### src/rtl/serial_load_if.sv
// ============================================================================
// Module   : serial_load_if
// Purpose  : Bit-strobe input, instruction-memory write port and load status
//            bundle for serial_load_controller.
// Revision : 1.0 - initial release
// ============================================================================
`default_nettype none

interface serial_load_if #(
    parameter int ADDR_WIDTH = 12,
    parameter int WORD_WIDTH = 32
);
    logic                  start;
    logic                  bit_valid;
    logic                  bit_data;
    logic                  mem_we;
    logic [ADDR_WIDTH-1:0] mem_addr;
    logic [WORD_WIDTH-1:0] mem_wdata;
    logic                  cpu_hold;
    logic                  busy;
    logic                  done;
    logic                  error;
    logic [ADDR_WIDTH:0]   word_count;

    modport master (
        output start, bit_valid, bit_data,
        input  mem_we, mem_addr, mem_wdata, cpu_hold, busy, done, error, word_count
    );

    modport slave (
        input  start, bit_valid, bit_data,
        output mem_we, mem_addr, mem_wdata, cpu_hold, busy, done, error, word_count
    );
endinterface

`default_nettype wire

### src/rtl/serial_load_controller.sv
// ============================================================================
// Module   : serial_load_controller
// Purpose  : Assembles LSB-first serial words (header, payload) and writes the
//            payload to instruction memory from address 0 while holding the CPU.
//            Optional trailer checksum check enabled by macro LOAD_CHECKSUM_EN.
// Revision : 1.0 - initial release
// ============================================================================
`default_nettype none

module serial_load_controller #(
    parameter int ADDR_WIDTH = 12,
    parameter int WORD_WIDTH = 32,
    parameter int MAX_WORDS  = 4096
) (
    input  wire logic    clk,
    input  wire logic    reset,
    serial_load_if.slave bus
);

    localparam int CNT_W = $clog2(WORD_WIDTH);

    localparam logic [2:0] c_IDLE   = 3'd0;
    localparam logic [2:0] c_HEADER = 3'd1;
    localparam logic [2:0] c_LOAD   = 3'd2;
    localparam logic [2:0] c_CHECK  = 3'd3;
    localparam logic [2:0] c_DONE   = 3'd4;
    localparam logic [2:0] c_ERROR  = 3'd5;

    localparam logic [CNT_W-1:0]      c_LAST_BIT  = CNT_W'(WORD_WIDTH - 1);
    localparam logic [WORD_WIDTH-1:0] c_MAX_WORDS = WORD_WIDTH'(MAX_WORDS);

    logic [2:0]            r_state_q,  w_state_d;
    logic [CNT_W-1:0]      r_cnt_q,    w_cnt_d;
    logic [WORD_WIDTH-2:0] r_shift_q,  w_shift_d;
    logic [ADDR_WIDTH-1:0] r_addr_q,   w_addr_d;
    logic [ADDR_WIDTH:0]   r_rem_q,    w_rem_d;
    logic [ADDR_WIDTH:0]   r_wc_q,     w_wc_d;
    logic                  r_we_q,     w_we_d;
    logic [ADDR_WIDTH-1:0] r_waddr_q,  w_waddr_d;
    logic [WORD_WIDTH-1:0] r_wdata_q,  w_wdata_d;
`ifdef LOAD_CHECKSUM_EN
    logic [WORD_WIDTH-1:0] r_csum_q,   w_csum_d;
`endif

    logic                  w_active;
    logic                  w_word_done;
    logic [WORD_WIDTH-1:0] w_word;

    assign w_active    = (r_state_q == c_HEADER) || (r_state_q == c_LOAD) ||
                         (r_state_q == c_CHECK);
    // Only the upper W-1 bits of the shifter are kept: the oldest bit falls out
    // on the very strobe that completes a word, so w_word is the full word.
    assign w_word      = {bus.bit_data, r_shift_q};
    assign w_word_done = w_active && bus.bit_valid && (r_cnt_q == c_LAST_BIT);

    always_comb begin
        w_state_d = r_state_q;
        w_cnt_d   = r_cnt_q;
        w_shift_d = r_shift_q;
        w_addr_d  = r_addr_q;
        w_rem_d   = r_rem_q;
        w_wc_d    = r_wc_q;
        w_we_d    = 1'b0;
        w_waddr_d = r_waddr_q;
        w_wdata_d = r_wdata_q;
`ifdef LOAD_CHECKSUM_EN
        w_csum_d  = r_csum_q;
`endif

        if (w_active && bus.bit_valid) begin
            w_shift_d = w_word[WORD_WIDTH-1:1];
            w_cnt_d   = w_word_done ? '0 : r_cnt_q + 1'b1;
        end

        case (r_state_q)
            c_IDLE, c_DONE, c_ERROR: begin
                if (bus.start) begin
                    w_state_d = c_HEADER;
                    w_cnt_d   = '0;
                    w_shift_d = '0;
                    w_addr_d  = '0;
                    w_rem_d   = '0;
                    w_wc_d    = '0;
`ifdef LOAD_CHECKSUM_EN
                    w_csum_d  = '0;
`endif
                end
            end
            c_HEADER: begin
                if (w_word_done) begin
                    if (w_word == '0) begin
                        w_state_d = c_DONE;
                    end else if (w_word > c_MAX_WORDS) begin
                        w_state_d = c_ERROR;
                    end else begin
                        w_rem_d   = w_word[ADDR_WIDTH:0];
                        w_state_d = c_LOAD;
                    end
                end
            end
            c_LOAD: begin
                // Bookkeeping advances with the write strobe so status and
                // word_count are already final during the last write cycle.
                if (w_word_done) begin
                    w_we_d    = 1'b1;
                    w_waddr_d = r_addr_q;
                    w_wdata_d = w_word;
                    w_addr_d  = r_addr_q + 1'b1;
                    w_wc_d    = r_wc_q + 1'b1;
                    w_rem_d   = r_rem_q - 1'b1;
`ifdef LOAD_CHECKSUM_EN
                    w_csum_d  = r_csum_q ^ w_word;
                    if (r_rem_q == 1) w_state_d = c_CHECK;
`else
                    if (r_rem_q == 1) w_state_d = c_DONE;
`endif
                end
            end
`ifdef LOAD_CHECKSUM_EN
            c_CHECK: begin
                if (w_word_done) begin
                    w_state_d = (w_word == r_csum_q) ? c_DONE : c_ERROR;
                end
            end
`endif
            default: w_state_d = c_IDLE;
        endcase
    end

    always_ff @(posedge clk) begin
        if (reset) begin
            r_state_q <= c_IDLE;
            r_cnt_q   <= '0;
            r_shift_q <= '0;
            r_addr_q  <= '0;
            r_rem_q   <= '0;
            r_wc_q    <= '0;
            r_we_q    <= 1'b0;
            r_waddr_q <= '0;
            r_wdata_q <= '0;
`ifdef LOAD_CHECKSUM_EN
            r_csum_q  <= '0;
`endif
        end else begin
            r_state_q <= w_state_d;
            r_cnt_q   <= w_cnt_d;
            r_shift_q <= w_shift_d;
            r_addr_q  <= w_addr_d;
            r_rem_q   <= w_rem_d;
            r_wc_q    <= w_wc_d;
            r_we_q    <= w_we_d;
            r_waddr_q <= w_waddr_d;
            r_wdata_q <= w_wdata_d;
`ifdef LOAD_CHECKSUM_EN
            r_csum_q  <= w_csum_d;
`endif
        end
    end

    assign bus.mem_we     = r_we_q;
    assign bus.mem_addr   = r_waddr_q;
    assign bus.mem_wdata  = r_wdata_q;
    assign bus.busy       = w_active;
    assign bus.cpu_hold   = w_active || (r_state_q == c_ERROR);
    assign bus.done       = (r_state_q == c_DONE);
    assign bus.error      = (r_state_q == c_ERROR);
    assign bus.word_count = r_wc_q;

endmodule

`default_nettype wire

### src/flat_wrapper.sv
// flat-port wrapper written by rule: the top's interface ports become plain ports
module serial_load_controller_flat 
#(
    parameter int ADDR_WIDTH = 12,
    parameter int WORD_WIDTH = 32,
    parameter int MAX_WORDS  = 4096
)
  (clk, reset, bus_start, bus_bit_valid, bus_bit_data, bus_mem_we, bus_mem_addr, bus_mem_wdata, bus_cpu_hold, bus_busy, bus_done, bus_error, bus_word_count);
  serial_load_if #(.ADDR_WIDTH(ADDR_WIDTH), .WORD_WIDTH(WORD_WIDTH)) bus_i ();
  input  wire logic clk;
  input  wire logic reset;
  input wire logic [$bits(bus_i.start)-1:0] bus_start;
  input wire logic [$bits(bus_i.bit_valid)-1:0] bus_bit_valid;
  input wire logic [$bits(bus_i.bit_data)-1:0] bus_bit_data;
  output wire logic [$bits(bus_i.mem_we)-1:0] bus_mem_we;
  output wire logic [$bits(bus_i.mem_addr)-1:0] bus_mem_addr;
  output wire logic [$bits(bus_i.mem_wdata)-1:0] bus_mem_wdata;
  output wire logic [$bits(bus_i.cpu_hold)-1:0] bus_cpu_hold;
  output wire logic [$bits(bus_i.busy)-1:0] bus_busy;
  output wire logic [$bits(bus_i.done)-1:0] bus_done;
  output wire logic [$bits(bus_i.error)-1:0] bus_error;
  output wire logic [$bits(bus_i.word_count)-1:0] bus_word_count;
  assign bus_i.start = bus_start;
  assign bus_i.bit_valid = bus_bit_valid;
  assign bus_i.bit_data = bus_bit_data;
  assign bus_mem_we = bus_i.mem_we;
  assign bus_mem_addr = bus_i.mem_addr;
  assign bus_mem_wdata = bus_i.mem_wdata;
  assign bus_cpu_hold = bus_i.cpu_hold;
  assign bus_busy = bus_i.busy;
  assign bus_done = bus_i.done;
  assign bus_error = bus_i.error;
  assign bus_word_count = bus_i.word_count;
  serial_load_controller #(.ADDR_WIDTH(ADDR_WIDTH), .WORD_WIDTH(WORD_WIDTH), .MAX_WORDS(MAX_WORDS)) u_core (.clk(clk), .reset(reset), .bus(bus_i));
endmodule
### config.mk
export PLATFORM = sky130hd
export DESIGN_NAME = serial_load_controller_flat
export DESIGN_NICKNAME = d
export VERILOG_FILES = /design/src/rtl/serial_load_if.sv /design/src/rtl/serial_load_controller.sv /design/src/flat_wrapper.sv
export SDC_FILE = /design/constraint.sdc
export NUM_CORES = 1
export LEC_CHECK = 0
export BUFFER_PORTS_ARGS = -buffer_cell sky130_fd_sc_hd__buf_2
export CAP_MARGIN = 15
export CELL_PAD_IN_SITES_DETAIL_PLACEMENT = 0
export CELL_PAD_IN_SITES_GLOBAL_PLACEMENT = 1
export CORE_MARGIN = 1
export CORE_UTILIZATION = 40
export DETAILED_ROUTE_END_ITERATION = 8
export GPL_TIMING_DRIVEN = 0
export PLACE_DENSITY_LB_ADDON = 0.1
export SETUP_SLACK_MARGIN = 0.05
export SYNTH_ARGS = -nofsm -noshare
export SYNTH_HDL_FRONTEND = slang
export SYNTH_SLANG_ARGS = --single-unit
### constraint.sdc
create_clock -name clk -period 2.6 [get_ports clk]
set_input_delay 0.52 -clock clk [delete_from_list [all_inputs] [get_ports clk]]
set_output_delay 0.52 -clock clk [all_outputs]
set_load 0.05 [all_outputs]
# Word-level counts from Yosys, hierarchy flattened
# Cells that the tools add are included.
dict set report classes {
  order_cmp 1
  eq_ne 13
  bitwise 1
  n_addsub 4
  muxes 26
  reduce_logical 15
}
# operator n
set ops {}
lappend ops {{31-bit two-way mux} 3}
lappend ops {{13-bit two-way mux} 6}
lappend ops {{13-bit case mux with 3 select lines} 1}
lappend ops {{32-bit by 13-bit greater-than comparator with 1-bit output, second input constant} 1}
lappend ops {{32-bit zero test} 1}
lappend ops {{13-bit case mux with 2 select lines} 1}
lappend ops {{12-bit two-way mux} 2}
lappend ops {{12-bit case mux with 2 select lines} 1}
lappend ops {{5-bit two-way mux} 4}
lappend ops {{3-bit two-way mux} 6}
lappend ops {{13-bit by 1-bit adder with 13-bit output, second input constant} 1}
lappend ops {{13-bit by 1-bit == test with 1-bit output, second input constant} 1}
lappend ops {{13-bit by 1-bit subtractor with 13-bit output, second input constant} 1}
lappend ops {{12-bit by 1-bit adder with 12-bit output, second input constant} 1}
lappend ops {{3-bit case mux with 3 select lines} 1}
lappend ops {{2-bit inequality test, second input constant} 4}
lappend ops {{3-bit by 2-bit == test with 1-bit output, second input constant} 2}
lappend ops {{3-bit == test, second input constant} 2}
lappend ops {{6-bit AND reduction} 1}
lappend ops {{5-bit by 1-bit adder with 5-bit output, second input constant} 1}
lappend ops {{5-bit == test, second input constant} 1}
lappend ops {{2-bit by 1-bit inequality test with 1-bit output, second input constant} 2}
lappend ops {{4-bit AND reduction} 1}
lappend ops {{3-bit by 1-bit == test with 1-bit output, second input constant} 1}
lappend ops {{other kinds (11)} 14}
dict set report totals {
  inputBits 5
  reg_bits 122
}

# Logic depth before layout (Yosys ltp)
# Gate-level depths: netlist (run 1).
dict set report logic_depth {
  ltp_word 9
  ltp_mapped 11
}

# Worst setup path after synthesis (run 1)
# No wires, ideal clock.
dict set report synth_timing {
  kind {register -> register}
  from {reg u_core.r_cnt_q[0]}
  to {reg u_core.r_rem_q[5]}
  stages_incl_launch_ff 11
  setup_slack_ps 265
  required_ps 2479
  period_less_slack_ps 2335
  setup_ps 121
  path_buffers 2
  arrival_ps 2215
  path_cell_list {dfxtp_1 > ha_1 > and3_1 > ha_1 > clkbuf_1 > a21oi_1 > a22oi_1 > and2_1 > clkbuf_1 > o21ai_2 > mux2_2}
}
dict set report synth_between {
  elab_chain_cells 4
  word_cells_on_any_way 5
  cone_classes {3 x eq/ne; 2 x reduce/logical}
}
# element line_no
set synth_lines {}
lappend synth_lines {{from (decl)} serial_load_controller.sv:33} ;# logic [CNT_W-1:0] r_cnt_q, w_cnt_d;
lappend synth_lines {{from (signal assigned)} serial_load_controller.sv:146} ;# r_cnt_q <= w_cnt_d;
lappend synth_lines {{5-bit == test *} serial_load_controller.sv:54} ;# assign w_word_done = w_active && bus.bit_valid && (r_cnt_q == c_LAST_BIT);
lappend synth_lines {{1-bit logical AND *} serial_load_controller.sv:54}
lappend synth_lines {{2-bit by 1-bit inequality test with 1-bit output (no source line)} n/a}
lappend synth_lines {{6-bit AND reduction (no source line) *} n/a}
lappend synth_lines {{to (signal assigned)} serial_load_controller.sv:149} ;# r_rem_q <= w_rem_d;
lappend synth_lines {{to (decl)} serial_load_controller.sv:36} ;# logic [ADDR_WIDTH:0] r_rem_q, w_rem_d;
# Mark *: on every way between the ends. The rest lies on a longest branch, timed or not.
# A chain may end at the register's enable or synchronous reset.

# Final worst setup path (run 1)
dict set report layout_timing {
  from {reg u_core.r_cnt_q[0]}
  to {reg u_core.r_addr_q[11]}
}
dict set report layout_between {
  elab_chain_cells 4
}
# element line_no
set layout_lines {}
lappend layout_lines {{5-bit == test} serial_load_controller.sv:54}
lappend layout_lines {{1-bit logical AND} serial_load_controller.sv:54}
lappend layout_lines {{2-bit by 1-bit inequality test with 1-bit output (no source line)} n/a}
lappend layout_lines {{3-bit AND reduction (no source line)} n/a}
lappend layout_lines {{to (signal assigned)} serial_load_controller.sv:148} ;# r_addr_q <= w_addr_d;
lappend layout_lines {{to (decl)} serial_load_controller.sv:35} ;# logic [ADDR_WIDTH-1:0] r_addr_q, w_addr_d;
# Every way passes these cells.

==> results.cfg, run 1 <==
[worst_setup_path]
critPathSlowestCell = o211ai_1
rr_endpoint = u_core.r_addr_q[11]
worstRegToRegCells = 9
crit_arrival_ns = 2.65
max_stage_delay_ns = 0.47
path_class = flip-flop to flip-flop
cp-endpoint = u_core.r_addr_q[11]
cp-start-kind = flip-flop
r2r-start = u_core.r_cnt_q[0]
critPathLaunch = u_core.r_cnt_q[0]
worst-path-max-fanout = 10
crit_chain = ha_1, and3_1, ha_4, and4b_1, o21a_1, clkbuf_4, o211ai_1, or3_1, a21oi_1
critPathRequiredTime_ns = 2.88
endpoint_kind = flip-flop
r2r_slack_ns = 0.23

[timing]
finalCritPeriodShare_pct = 91.0
skew_ns = 0.00565
tightest_slew_ns = 0.710
timing.fmax_ghz = 0.423
slew_violations = 0
rsz0062_at_grt = no
final.min_clock_period_ns = 2.37
setup_viol_count_final = 0
maxSlewHeadroom_pct = 52.7
hold_viol = 0

[floorplanning]
io_pins = 67
die_w_um = 118
fp-row-count = 41
die_area_mm2 = 0.0138
die_h_um = 118
coreArea_mm2 = 0.0128
initial_utilization_pct = 41.7

[clock_network]
cts_tree = done
cts_max_path_buffers = 2
root_buffer = clkbuf_16
cts_max_level = 4
path_clk_slew_ns = 0.05
clock_sinks = 122
numCtsBuffers = 17
insertion_delay_ns = 0.42
cts_hold_buf = 0

[detailed_routing]
viasPerCell = 5.38
ant_nets = 0
drtPass1Iterations = 5
routed_wl_um = 14600
num_vias = 5033
drtIter0Drc = 252
wl_per_cell_um = 15.6
drc = 0

[power_and_ir_drop]
p_clk_share_pct = 50.7
seq_power_share_pct = 40.1
ir_worst_vdd_uv = 479
power_leakage_nw = 2.48
p_switching_mw = 1.14
p_comb_share_pct = 9.3
p_total_mw = 4.75
intPower_mw = 3.61
power_density_mw_per_mm2 = 728
swShare_pct = 23.9

[logic_synthesis]
synth.avg_cell_area_um2 = 7.98
synth.area.mux_share_pct = 0.609
synthFlopType = dfxtp_1
syn-num-nets = 681
synth_top_area_cell = dfxtp_1
synth-xor-area-share_pct = 2.79
synthDistinctLibCells = 59
synth_fa_ha_area_share_pct = 1.40
syn_inst = 670
synth_edf_count = 0
synth_area_leaders = dfxtp_1, nand2_1, a21oi_1
synth_seq_cells = 122
synthArstFlopShare_pct = 0
yosysWarnings = 0
synth_compound_area_share_pct = 19.4
yosys.area_share.simple_pct = 25.1
syn_area_mm2 = 0.00534
yosysTopAreaCellShare_pct = 45.7
ys_seq_area_share_pct = 45.7
synth_top_family_by_area = simple AND/OR/NAND/NOR gates

[global_route]
grt_overflow = 0
first_global_vias = 4635
grt_pass1_wl_um = 23300
antenna_found_initial = 0
grt_max_degree = 17
grt_usage_pct = 21.4

[job]
drv_cap = 0

[cells_and_area]
antenna_cells = 0
fin_util_pct = 50.8
drive_above_1_share_pct = 16.8
fillers = 1276
area_delta_synth_final_pct = 22.0
nets = 763

[min_path]
min_path_type = input port to flip-flop

[place]
gp_congestion = 0.831
hpwl_um = 10300
io_buffers = 65

[status]
status = finished, final reports clean
cells by family after synthesis:
family | Yosys count
AO/OA/AOI/OAI | 167
XOR/XNOR | 17
multiplexers | 3
adder cells (fa/ha/maj) | 6
buffers and inverters | 59
flip-flops | 122
AND/OR/NAND/NOR | 296
cell type report:
| type | count | area (um2) | share of cell area, % |
|---|---|---|---|
| multi-input combinational | 489 | 2690 | 41.2 |
| sequential | 122 | 2440 | 37.5 |
| clock buffer | 22 | 444 | 6.81 |
| timing repair buffer | 65 | 325 | 4.99 |
| buffer | 49 | 231 | 3.55 |
| tap | 172 | 215 | 3.30 |
| clock inverter | 9 | 148 | 2.26 |
| inverter | 8 | 30.0 | 0.460 |
cells in the mapped netlist, types with 8 or more instances:
cell type    n
a21oi_1     97
buf_1       10
clkbuf_1    28
dfxtp_1    122
inv_1        8
nand2_1    181
nor2_1      36
nor3_1       9
nor4_1       9
o2111ai_1    8
o211ai_1    13
o21ai_0      8
xor2_1      17
state kept, by name, summed over array words and instances, names as in the netlist:
name / flops
u_core.bus.mem_addr: 12
u_core.bus.mem_wdata: 32
u_core.bus.mem_we: 1
u_core.bus.word_count: 13
u_core.r_addr_q: 12
u_core.r_cnt_q: 5
u_core.r_rem_q: 13
u_core.r_shift_q: 31
u_core.r_state_q: 3
worst min path at each step:
stage	slack (ns)	endpoint	start	cells past startpoint
2_1_floorplan	0.44	u_core.r_cnt_q[4]	u_core.r_cnt_q[4]	2
3_3_place_gp	0.44	u_core.bus.mem_addr[5]	u_core.bus.mem_addr[5]	2
3_5_place_dp	0.44	u_core.bus.mem_addr[10]	u_core.bus.mem_addr[10]	2
4_1_cts	0.38	u_core.r_shift_q[30]	bus_bit_data	3
5_1_grt	0.39	u_core.r_shift_q[30]	bus_bit_data	3
6_report	0.40	u_core.r_shift_q[30]	bus_bit_data	3
repair_timing:
item	CTS	global route
buffers inserted	0	0
endpoints found under the hold margin	0	0
resized for setup	5	8
pin swaps	0	1
setup endpoints to repair	30	45
placed cells by master (no fill, tap or decap), types with 7 or more instances in the layout:
cell type / synthesis / layout
clkbuf_1: 28 / 31
and3_1: 7 / 7
xor2_1: 17 / 17
buf_2: 6 / 71
inv_1: 8 / 8
clkbuf_16: 0 / 17
nand4_1: 7 / 7
o211ai_1: 13 / 13
o2111ai_1: 8 / 8
nor3_1: 9 / 9
nor2_1: 36 / 36
a21oi_1: 97 / 96
o21ai_0: 8 / 8
dfxtp_1: 122 / 122
nand2_1: 181 / 181
buf_1: 10 / 7
worst max-delay path, delay by kind of cell (launching register included):
kind | cells | cell delay (ns)
adders and majority gates | 2 | 0.43
and+or+nand+nor | 3 | 0.59
buffers and inverters | 1 | 0.19
DFF | 1 | 0.34
AOI/OAI and AO/OA | 3 | 0.69
metrics by stage:
| step | area (um2) | instances | TNS, ns | setup slack (ns) | hold WS, ns |
|---|---|---|---|---|---|
| 2_1_floorplan | 5340 | 670 | 0 | 0.265 | 0.436 |
| 3_3_place_gp | 5880 | 907 | -2.78 | -0.281 | 0.442 |
| 3_5_place_dp | 5880 | 907 | -3.72 | -0.340 | 0.445 |
| 4_1_cts | 6480 | 936 | 0 | 0.102 | 0.379 |
| 5_1_grt | 6520 | 936 | 0 | 0.0477 | 0.391 |
| 6_report | 6520 | 936 | 0 | 0.233 | 0.396 |
power by group through the flow:
| stage | logic, mW | registers, mW | clock network, mW |
|---|---|---|---|
| final | 0.440 | 1.90 | 2.41 |
| after global routing | 0.481 | 1.90 | 2.53 |
| after CTS | 0.437 | 1.90 | 2.44 |
| after detailed placement | 0.432 | 1.94 | 0 |
| after global placement | 0.428 | 1.94 | 0 |
| after floorplan | 0.319 | 1.94 | 0 |
metal layers:
layer  GRT usage (%)  share of wire [%]  up-vias
met5               0                  0        -
met4            7.93                1.5        0
met3            6.64                5.8       18
met2            32.7                 44      145
met1            28.3                 48     2366
li1                -                  -     2504
(Power assumes the default switching activity.)
==> inputs of run 2 (changes only) <==
--- a/config.mk
+++ b/config.mk
@@ -14,6 +14,7 @@
 export DETAILED_ROUTE_END_ITERATION = 8
 export GPL_TIMING_DRIVEN = 0
 export PLACE_DENSITY_LB_ADDON = 0.1
+export REMOVE_ABC_BUFFERS = 1
 export SETUP_SLACK_MARGIN = 0.05
 export SYNTH_ARGS = -nofsm -noshare
 export SYNTH_HDL_FRONTEND = slang
==> run 2 against run 1 <==
Combinational power decreased by 1%. Core utilization down 0.75 points. Sequential power about the same. Die area stayed put. Flip-flop and latch count did not move. First-iteration DRC count rose by 31%. Via count fell by 4.1%. Clock power down 5%. Global-route usage is 1.3 points lower. Power is 2.6% lower. Sequential share of layout area rose by 0.56 points. Largest cell class unchanged. Highest routed layer unchanged.
==> results.cfg, run 2 (synthesis results as in run 1) <==
[power_and_ir_drop]
ir_worst_vdd_uv = 375
power_leakage_nw = 2.44
power_density_mw_per_mm2 = 720

[clock_network]
root_buffer = clkbuf_16
path_clk_slew_ns = 0.05
cts_tree = done
numCtsBuffers = 17
cts_max_level = 4
insertion_delay_ns = 0.42
cts_hold_buf = 0
cts_max_path_buffers = 2
clock_sinks = 122

[floorplanning]
initial_utilization_pct = 41.7
die_w_um = 118
die_h_um = 118
io_pins = 67
fp-row-count = 41
coreArea_mm2 = 0.0128
die_area_mm2 = 0.0138

[detailed_routing]
wl_per_cell_um = 15.0
drtIter0Drc = 330
drtPass1Iterations = 5
num_vias = 4826
ant_nets = 0
drc = 0
viasPerCell = 5.37
routed_wl_um = 13500

[worst_setup_path]
max_stage_delay_ns = 0.52
crit_arrival_ns = 2.64
path_class = flip-flop to flip-flop
critPathSlowestCell = nor4_1
worst-path-max-fanout = 9
cp-start-kind = flip-flop
critPathRequiredTime_ns = 2.90
endpoint_kind = flip-flop
crit_chain = nor4_1, nand4_1, and4_1, o21ai_2, mux2_2

[timing]
setup_viol_count_final = 0
tns_ns = 0
maxSlewHeadroom_pct = 52.5
final.min_clock_period_ns = 2.34
hold_viol = 0
timing.fmax_ghz = 0.428
hold_ws_ns = 0.381
rsz0062_at_grt = no
finalCritPeriodShare_pct = 89.9
skew_ns = 0.00525
slew_violations = 0
tightest_slew_ns = 0.711

[place]
gp_congestion = 0.788
io_buffers = 66
dpl_cell_area_mm2 = 0.00577
hpwl_um = 8440

[cells_and_area]
fin_area_mm2 = 0.00642
layout_common_cells = nand2_1, dfxtp_1, a21oi_1
largest_reg_flops = 32
antenna_cells = 0
drive_above_1_share_pct = 18.0
final_common_cell = nand2_1
nets = 725
area_delta_synth_final_pct = 20.2

[global_route]
grt_overflow = 0
first_global_vias = 4445
grt_usage_pct = 20.1
antenna_found_initial = 0
grt_pass1_wl_um = 22300
grt_max_degree = 65

[min_path]
min_path_type = input port to flip-flop

[job]
drv_cap = 0

[status]
status = finished, final reports clean
## run 2: worst max-delay path, delay by kind of cell, from the launching register on
family	cells	cell delay (ns)
DFF	1	0.36
and+or+nand+nor	3	1.03
muxes	1	0.39
AOI/OAI and AO/OA	1	0.44
## run 2: final timing paths
kind	slack (ns)	to	startpoint	cells after the start
worst min-delay path	0.38	u_core.bus.mem_wdata[31]	bus_bit_data	3
worst max register to register	0.26	u_core.r_rem_q[6]	u_core.r_shift_q[3]	5
worst min register to register	0.45	u_core.bus.mem_addr[6]	u_core.bus.mem_addr[6]	2
worst max-delay path	0.26	u_core.r_rem_q[6]	u_core.r_shift_q[3]	5
## run 2: what timing repair did
| action | in CTS | in global routing |
|---|---|---|
| setup buffers | 0 | 4 |
| pin swaps | 0 | 3 |
| endpoints found under the setup margin | 90 | 65 |
| resized for setup | 6 | 6 |
| gates cloned | 0 | 1 |
## run 2: final cells by class
class | instances | area [um2]
Fill cell | 1287 | 6400
Clock buffer | 23 | 478
Multi-Input combinational cell | 490 | 2700
Clock inverter | 9 | 95.1
Tap cell | 172 | 215
Timing Repair Buffer | 75 | 465
Sequential cell | 122 | 2440
Inverter | 8 | 30.0
## run 2: layer usage
layer,vias up,part of all wire (%),GRT usage [%]
met4,0,1.1,9.70
li1,2425,-,-
met5,-,0,0
met2,89,47,31.8
met3,12,3.5,4.07
met1,2300,49,26.1
## run 2: metrics by stage
| stage | total power, mW | cells | setup WS, ns | util, % |
|---|---|---|---|---|
| 4_1_cts | 4.65 | 894 | 0.0571 | 49.6 |
| 2_1_floorplan | 2.21 | 619 | -0.417 | - |
| 5_1_grt | 4.80 | 899 | 0.0420 | 50.1 |
| 3_5_place_dp | 2.36 | 862 | -0.540 | 45.0 |
| 3_3_place_gp | 2.32 | 857 | -1.71 | 44.1 |
| 6_report | 4.62 | 899 | 0.262 | 50.1 |
## run 2: power by group
group	leakage (nW)	internal [mW]	switching, mW
Clock	0.290	1.47	0.803
Combinational	1.17	0.146	0.290
Sequential	0.983	1.89	0.0250
Total	2.44	3.51	1.12
==> inputs of run 3 (changes only) <==
--- a/config.mk
+++ b/config.mk
@@ -11,6 +11,7 @@
 export CELL_PAD_IN_SITES_GLOBAL_PLACEMENT = 1
 export CORE_MARGIN = 1
 export CORE_UTILIZATION = 40
+export CTS_BUF_LIST = sky130_fd_sc_hd__clkbuf_2 sky130_fd_sc_hd__clkbuf_4 sky130_fd_sc_hd__clkbuf_8
 export DETAILED_ROUTE_END_ITERATION = 8
 export GPL_TIMING_DRIVEN = 0
 export PLACE_DENSITY_LB_ADDON = 0.1
==> run 3 against run 2 <==
Via count rose by 1.1%. Clock power fell by 26%. Count of clock-buffer cells in the layout did not move. Power fell by 13%. Global-route usage barely moved. Sequential share of layout area rose by 1.1 points. Hold slack got worse by 0.038 ns.
==> results.cfg, run 3 (synthesis results as in run 1) <==
[timing]
slew_violations = 0
tightest_slew_ns = 0.739
worst_slack_ns = 0.258
skew_ns = 0.00738
tns_ns = 0
final.min_clock_period_ns = 2.34
hold_ws_ns = 0.343
maxSlewHeadroom_pct = 50.7
rsz0062_at_grt = no
finalCritPeriodShare_pct = 90.1
timing.fmax_ghz = 0.427
hold_viol = 0
setup_viol_count_final = 0

[global_route]
antenna_found_initial = 0
grt_usage_pct = 20.1
grt_max_degree = 65
first_global_vias = 4415
grt_overflow = 0
grt_pass1_wl_um = 22200

[cells_and_area]
nets = 725
fin_area_mm2 = 0.00624
fin_util_pct = 48.7
antenna_cells = 0
instances_no_fill = 899
drive_above_1_share_pct = 18.4
final_common_cell = nand2_1
largest_reg_flops = 32
layout_common_cells = nand2_1, dfxtp_1, a21oi_1
fillers = 1309
area_delta_synth_final_pct = 16.9

[worst_setup_path]
cp-endpoint = u_core.bus.mem_addr[0]
r2r-start = u_core.r_state_q[1]
cp-start-kind = flip-flop
critPathRequiredTime_ns = 2.97
worstRegToRegCells = 5
path_class = flip-flop to flip-flop
worst-path-max-fanout = 23
endpoint_kind = flip-flop
crit_arrival_ns = 2.71
critPathLaunch = u_core.r_state_q[1]
r2r_slack_ns = 0.26
rr_endpoint = u_core.bus.mem_addr[0]

[clock_network]
cts_tree = done
cts_hold_buf = 0
path_clk_slew_ns = 0.07
clock_sinks = 122
numCtsBuffers = 17
root_buffer = clkbuf_8
cts_max_level = 4
insertion_delay_ns = 0.45
cts_max_path_buffers = 2

[floorplanning]
die_w_um = 118
io_pins = 67
die_area_mm2 = 0.0138
initial_utilization_pct = 41.7
die_h_um = 118
fp-row-count = 41
coreArea_mm2 = 0.0128

[min_path]
min_path_type = input port to flip-flop
hold_path_depth = 3

[detailed_routing]
drtPass1Iterations = 5
routed_wl_um = 13600
drtIter0Drc = 376
num_vias = 4879
viasPerCell = 5.43
drc = 0
ant_nets = 0
wl_per_cell_um = 15.1

[power_and_ir_drop]
p_switching_mw = 1.04
power_density_mw_per_mm2 = 644
power_leakage_nw = 2.37
p_total_mw = 4.02
swShare_pct = 26.0
ir_worst_vdd_uv = 364
p_comb_share_pct = 10.8
seq_power_share_pct = 47.5
p_clk_share_pct = 41.7
intPower_mw = 2.98

[place]
dpl_cell_area_mm2 = 0.00577
hpwl_um = 8440
gp_congestion = 0.788
placedCellCount = 862
dp_slack_ns = -0.540
io_buffers = 66

[job]
drv_cap = 0

[status]
status = finished, final reports clean
[run 3: cell counts in the layout (fill, tap and decap cells not counted)]
No cell type changed its count.
[run 3: final cells by class]
cell class / instances / area, um2 / share of cell area (%)
tap: 172 / 215 / 3.45
clock inverter: 9 / 95.1 / 1.52
multi-input combinational: 490 / 2700 / 43.2
clock buffer: 23 / 298 / 4.77
sequential: 122 / 2440 / 39.1
inverter: 8 / 30.0 / 0.481
timing repair buffer: 75 / 465 / 7.45
[run 3: worst min-delay path by stage]
| stage | start | end | slack [ns] |
|---|---|---|---|
| 2_1_floorplan | u_core.r_addr_q[11] | u_core.bus.mem_addr[11] | 0.43 |
| 3_3_place_gp | u_core.bus.mem_addr[6] | u_core.bus.mem_addr[6] | 0.44 |
| 3_5_place_dp | u_core.bus.mem_wdata[6] | u_core.bus.mem_wdata[6] | 0.44 |
| 4_1_cts | bus_bit_data | u_core.bus.mem_wdata[31] | 0.32 |
| 5_1_grt | bus_bit_data | u_core.bus.mem_wdata[31] | 0.32 |
| 6_report | bus_bit_data | u_core.bus.mem_wdata[31] | 0.34 |
[run 3: layer usage]
metal / track usage [%] / wire (um)
met5: 0 / 0
met2: 31.4 / 6210
met4: 8.65 / 189
met3: 5.52 / 601
met1: 25.9 / 6570
[run 3: power groups by stage]
stage | clock [mW] | sequential (mW) | combinational, mW
final | 1.68 | 1.91 | 0.434
after global routing | 1.81 | 1.91 | 0.472
after CTS | 1.73 | 1.91 | 0.421
after detailed placement | 0 | 1.95 | 0.412
after global placement | 0 | 1.95 | 0.374
after floorplan | 0 | 1.94 | 0.268
[run 3: worst max-delay path: stages (launching register included)]
cell,delay [ns]
dfxtp_1,0.58
o21ba_2,0.21
and2_1,0.53
and3_2,0.67
nand2_1,0.12
a21oi_1,0.14
[run 3: repair_timing]
action                     in CTS  in global routing
hold endpoints to repair        0                  0
setup endpoints to repair      65                 65
pin swaps                       0                  3
resized for setup               7                  5
gates cloned                    0                  1
setup buffers                   0                  4
